**src/rtl/pipe_stage_reg_pkg.sv**
```systemverilog
// Shared constants and width helper for the generalised pipeline stage register.
package pipe_pkg;

  localparam int STALL_HOLD   = 0;
  localparam int STALL_BUBBLE = 1;

  // Total bit width of the packed field bus.
  function automatic int packed_w(input int num_ch, input int data_w);
    return num_ch * data_w;
  endfunction

endpackage

```
**src/rtl/pipe_stage_reg_sat_counter.sv**
```systemverilog
// Saturating up-counter used for the stall and flush performance counters.
module sat_counter #(
  parameter int CNT_W = 16
) (
  input  logic             Clk,
  input  logic             Reset,
  input  logic             inc,
  output logic [CNT_W-1:0] count
);

  logic [CNT_W-1:0] count_r;

  // Count up on inc, stick at all-ones instead of wrapping.
  always_ff @(posedge Clk) begin
    if (Reset) begin
      count_r <= {CNT_W{1'b0}};
    end else if (inc && (count_r != {CNT_W{1'b1}})) begin
      count_r <= count_r + {{(CNT_W-1){1'b0}}, 1'b1};
    end else begin
      count_r <= count_r;
    end
  end

  assign count = count_r;

endmodule

```
**src/rtl/pipe_stage_reg.sv**
```systemverilog
// Parametrised pipeline stage register: valid/ready handshake, optional skid
// entry, hold/bubble stall modes, synchronous flush and saturating counters.
module pipe_stage_reg
  import pipe_pkg::*;
#(
  parameter int DATA_W     = 32,
  parameter int NUM_CH     = 4,
  parameter int STALL_MODE = STALL_HOLD,
  parameter int SKID       = 1,
  parameter int CNT_W      = 16
) (
  input  logic                                   Clk,
  input  logic                                   Reset,
  input  logic                                   in_valid,
  output logic                                   in_ready,
  input  logic [packed_w(NUM_CH, DATA_W)-1:0]    in_data,
  output logic                                   out_valid,
  input  logic                                   out_ready,
  output logic [packed_w(NUM_CH, DATA_W)-1:0]    out_data,
  input  logic                                   stall,
  input  logic                                   Clr,
  output logic [CNT_W-1:0]                       stall_cnt,
  output logic [CNT_W-1:0]                       flush_cnt
);

  localparam int PW        = packed_w(NUM_CH, DATA_W);
  localparam bit HOLD_MODE = (STALL_MODE == STALL_HOLD);

  logic          main_valid_r, skid_valid_r;
  logic [PW-1:0] main_data_r,  skid_data_r;
  logic          main_valid_s, skid_valid_s;
  logic [PW-1:0] main_data_s,  skid_data_s;
  logic          in_ready_s, out_valid_s, freeze_s;
  logic          in_xfer_s, out_xfer_s;

  assign freeze_s = stall && HOLD_MODE;

  // Handshake qualifiers; with a skid entry in_ready depends only on state.
  always_comb begin
    out_valid_s = main_valid_r && !Clr && !freeze_s && !Reset;
    if (SKID != 0) begin
      in_ready_s = !skid_valid_r && !stall && !Clr && !Reset;
    end else begin
      in_ready_s = !stall && !Clr && !Reset && (!main_valid_r || out_ready);
    end
  end

  assign in_xfer_s  = in_valid && in_ready_s;
  assign out_xfer_s = out_valid_s && out_ready;

  // Next-state for main and skid entries; departing entries leave data zero.
  always_comb begin
    main_valid_s = main_valid_r;
    main_data_s  = main_data_r;
    skid_valid_s = skid_valid_r;
    skid_data_s  = skid_data_r;
    if (Clr) begin
      main_valid_s = 1'b0;
      main_data_s  = {PW{1'b0}};
      skid_valid_s = 1'b0;
      skid_data_s  = {PW{1'b0}};
    end else if (freeze_s) begin
      main_valid_s = main_valid_r;
    end else if (out_xfer_s) begin
      if (skid_valid_r) begin
        main_valid_s = 1'b1;
        main_data_s  = skid_data_r;
        skid_valid_s = 1'b0;
        skid_data_s  = {PW{1'b0}};
      end else if (in_xfer_s) begin
        main_valid_s = 1'b1;
        main_data_s  = in_data;
      end else begin
        main_valid_s = 1'b0;
        main_data_s  = {PW{1'b0}};
      end
    end else if (!main_valid_r) begin
      if (in_xfer_s) begin
        main_valid_s = 1'b1;
        main_data_s  = in_data;
      end else begin
        main_valid_s = 1'b0;
      end
    end else if (in_xfer_s && (SKID != 0)) begin
      skid_valid_s = 1'b1;
      skid_data_s  = in_data;
    end else begin
      skid_valid_s = skid_valid_r;
    end
  end

  // Entry registers.
  always_ff @(posedge Clk) begin
    if (Reset) begin
      main_valid_r <= 1'b0;
      main_data_r  <= {PW{1'b0}};
      skid_valid_r <= 1'b0;
      skid_data_r  <= {PW{1'b0}};
    end else begin
      main_valid_r <= main_valid_s;
      main_data_r  <= main_data_s;
      skid_valid_r <= skid_valid_s;
      skid_data_r  <= skid_data_s;
    end
  end

  assign in_ready  = in_ready_s;
  assign out_valid = out_valid_s;
  assign out_data  = main_data_r;

  sat_counter #(.CNT_W(CNT_W)) u_stall_cnt (
    .Clk   (Clk),
    .Reset (Reset),
    .inc   (stall && !Clr),
    .count (stall_cnt)
  );

  sat_counter #(.CNT_W(CNT_W)) u_flush_cnt (
    .Clk   (Clk),
    .Reset (Reset),
    .inc   (Clr),
    .count (flush_cnt)
  );

endmodule

```
**config.mk**
```make
export PLATFORM = sky130hd
export DESIGN_NAME = pipe_stage_reg
export DESIGN_NICKNAME = d
export VERILOG_FILES = /design/src/rtl/pipe_stage_reg_pkg.sv /design/src/rtl/pipe_stage_reg_sat_counter.sv /design/src/rtl/pipe_stage_reg.sv
export SDC_FILE = /design/constraint.sdc
export NUM_CORES = 1
export LEC_CHECK = 0
export CORE_MARGIN = 3
export CORE_UTILIZATION = 45
export CTS_CLUSTER_SIZE = 20
export DETAILED_ROUTE_END_ITERATION = 8
export PLACE_DENSITY_LB_ADDON = 0.2
export SLEW_MARGIN = 20
export SYNTH_ARGS = -nofsm -noshare
export SYNTH_HDL_FRONTEND = slang
export SYNTH_SLANG_ARGS = --single-unit
export TNS_END_PERCENT = 50
```
**constraint.sdc**
```tcl
create_clock -name Clk -period 1.8 [get_ports Clk]
set_input_delay 0.36 -clock Clk [delete_from_list [all_inputs] [get_ports Clk]]
set_output_delay 0.36 -clock Clk [all_outputs]
set_load 0.03 [all_outputs]
```
==> results.cfg <==
[global_route]
grt_usage = 0.239
grt_max_degree = 111
grt-busiest-layer = met2
grtUsageMet1 = 0.318
grt_pass1_wl_mm = 57.1
met2_usage = 0.392
met3_usage = 0.0566
gr-total-overflow = 0
antenna_found_initial = 3
grt_pass1_vias = 10700

[place]
dpl_cell_area_sq_mm = 0.0160
routabilityCongestion = 0.894
place_ws_ns = -0.612
numPortBuffers = 295
dp_cells = 1840
hpwl_mm = 22.9

[detailed_routing]
firstDrtPassIters = 5
drc = 0
wl_per_cell_um = 21.0
wl_mm = 40.6
vias_per_cell = 5.92
first_iter_violations = 1092
final_antenna_net_count = 0
vias = 11452

[yosys]
synth_area_sq_mm = 0.0121
synth-main-ff-cell = dfxtp_1
yosysTopAreaCell = dfxtp_1
synth_nets = 1356
yosys_warnings = 0
synth-edff-count = 0
synthArstFlopShare = 0
avgSynthCellArea_sq_um = 9.89
synth_top_area_frac = 0.481
synth_seq_area_share = 0.481
ys_types = 57
netlist_top_cells_count = dfxtp_1, nor2_1, nor3_1, a22oi_1, a221oi_2
synthTopCellsByArea = dfxtp_1, a221oi_2, nor2_1
synth_seq_cells = 290
synth_cells = 1220
synth.most_common_cell = dfxtp_1

[worst_hold_path]
min_from = Reset
hp-class = in -> reg

[power]
total_power_mw = 13.7
ir_worst_vdd_mv = 0.555
power_density_mw_per_mm2 = 762
p_leak_nw = 6.97

[clock_tree]
cts_sinks = 290
clock_latency_ns = 0.55
cts_max_level = 1
cts-root-buf = clkbuf_16
cts.path.max_buffers = 3
cts_tree = done
path_clk_slew_ns = 0.06
numCtsBuffers = 31

[finish]
fillers = 2036
fin_area_sq_mm = 0.0180
area_growth_pct = 49.5
nets = 1716
stdcell_count = 1936
final_core_util = 0.688
drive_above_1_share = 0.247

[sta]
rsz0062_at_grt = true
hold_ws_ns = 0.459
worst_slack_ns = -0.124
post-route-period-util = 1.07
final.setup.tns_ns = -6.95
period_minus_slack_ns = 1.92
fmax_mhz = 520
setup_violations = 182
max_slew_margin = 0.513
finalHoldViolations = 0
clock_skew_ns = 0.0175
slew_viol_final = 0
tightest_slew_ns = 0.721

[critical_path]
r2r_start = main_valid_r
cp.required_ns = 2.20
endpoint_kind = flop
start_kind = flop
path_class = reg -> reg
crit_arrival_ns = 2.33
worstPathMaxFanout = 18
critPathLaunch = main_valid_r

[die]
die_h_um = 170
io_pins = 296
core_sq_mm = 0.0262
die_w_um = 170
dieArea_sq_mm = 0.0288
start_util = 0.460
row_count = 59

[outcome]
outcome = finished with violations
violations = negative setup slack

[run]
drv_cap = 0
==> timing repair <==
action | CTS | global route
pin swaps | 4 | 45
resized for setup | 189 | 83
setup endpoints to repair | 394 | 294
cloned | 4 | 26
hold buffers | 0 | 0
buffers inserted | 6 | 9
==> critical path, stage by stage, from the launching register on <==
cell      delay [ns]
dfxtp_2         0.35
buf_4           0.12
nor4b_4         0.24
buf_4           0.20
nand3_4         0.10
buf_4           0.17
buf_16          0.17
a221oi_2        0.33
nor3_1          0.10
==> final timing paths <==
kind	endpoint	slack (ns)	cells after the start
setup reg to reg	out_data[97]	-0.12	8
setup / recovery	out_data[97]	-0.12	8
hold / removal	u_stall_cnt.count[7]	0.46	3
hold reg to reg	out_data[123]	0.48	2
==> registers in the layout, summed over array words and instances (netlist names) <==
signal and cells:
out_data 128, skid_data_r 128, skid_valid_r 1, u_stall_cnt.count 16, main_valid_r 1, u_flush_cnt.count 16
==> logic make-up (layout without fill, tap and decap cells) <==
family,Yosys count,after routing,share of synthesized area
simple gates,486,486,0.183
compound gates,305,305,0.263
flops,290,290,0.481
buf+inv,127,507,0.0631
xor+xnor,6,6,0.00436
mux,4,4,0.00353
fa+ha+maj,2,2,0.00207
other cells,0,1,0
==> area by class of cell <==
type	count	area [sq um]	area share
diodes	1	2.50	0.000139
clock buffers	47	947	0.0525
clock inverters	6	30.0	0.00166
inverters	6	22.5	0.00125
multi-input cells	803	5950	0.330
flip-flops and latches	290	5830	0.323
well taps	335	419	0.0232
repair buffers	448	4850	0.269
==> cell usage in the layout, fill, tap and decap left out, types with 18 or more instances in the layout <==
cell type / netlist / routed
clkdlybuf4s50_1: 0 / 131
dfxtp_1: 290 / 278
nor3_1: 139 / 120
dlygate4sd2_1: 0 / 151
nor3_2: 0 / 18
clkbuf_16: 0 / 49
a22oi_1: 129 / 127
buf_12: 0 / 30
buf_4: 19 / 82
a221oi_2: 120 / 113
nor2_1: 274 / 264
==> metal layers <==
| metal | part of all wire | vias up |
|---|---|---|
| met5 | 0.00089 | - |
| met4 | 0.024 | 6 |
| met3 | 0.078 | 74 |
| met2 | 0.46 | 447 |
| met1 | 0.43 | 5617 |
| li1 | - | 5308 |
==> power by group <==
part	total [mW]	internal, mW	leakage (nW)	switching (mW)
registers	6.50	6.47	2.34	0.0335
logic	1.14	0.543	4.13	0.600
clock network	6.09	3.58	0.490	2.51
Note: power is estimated with default switching activity, not from simulation.
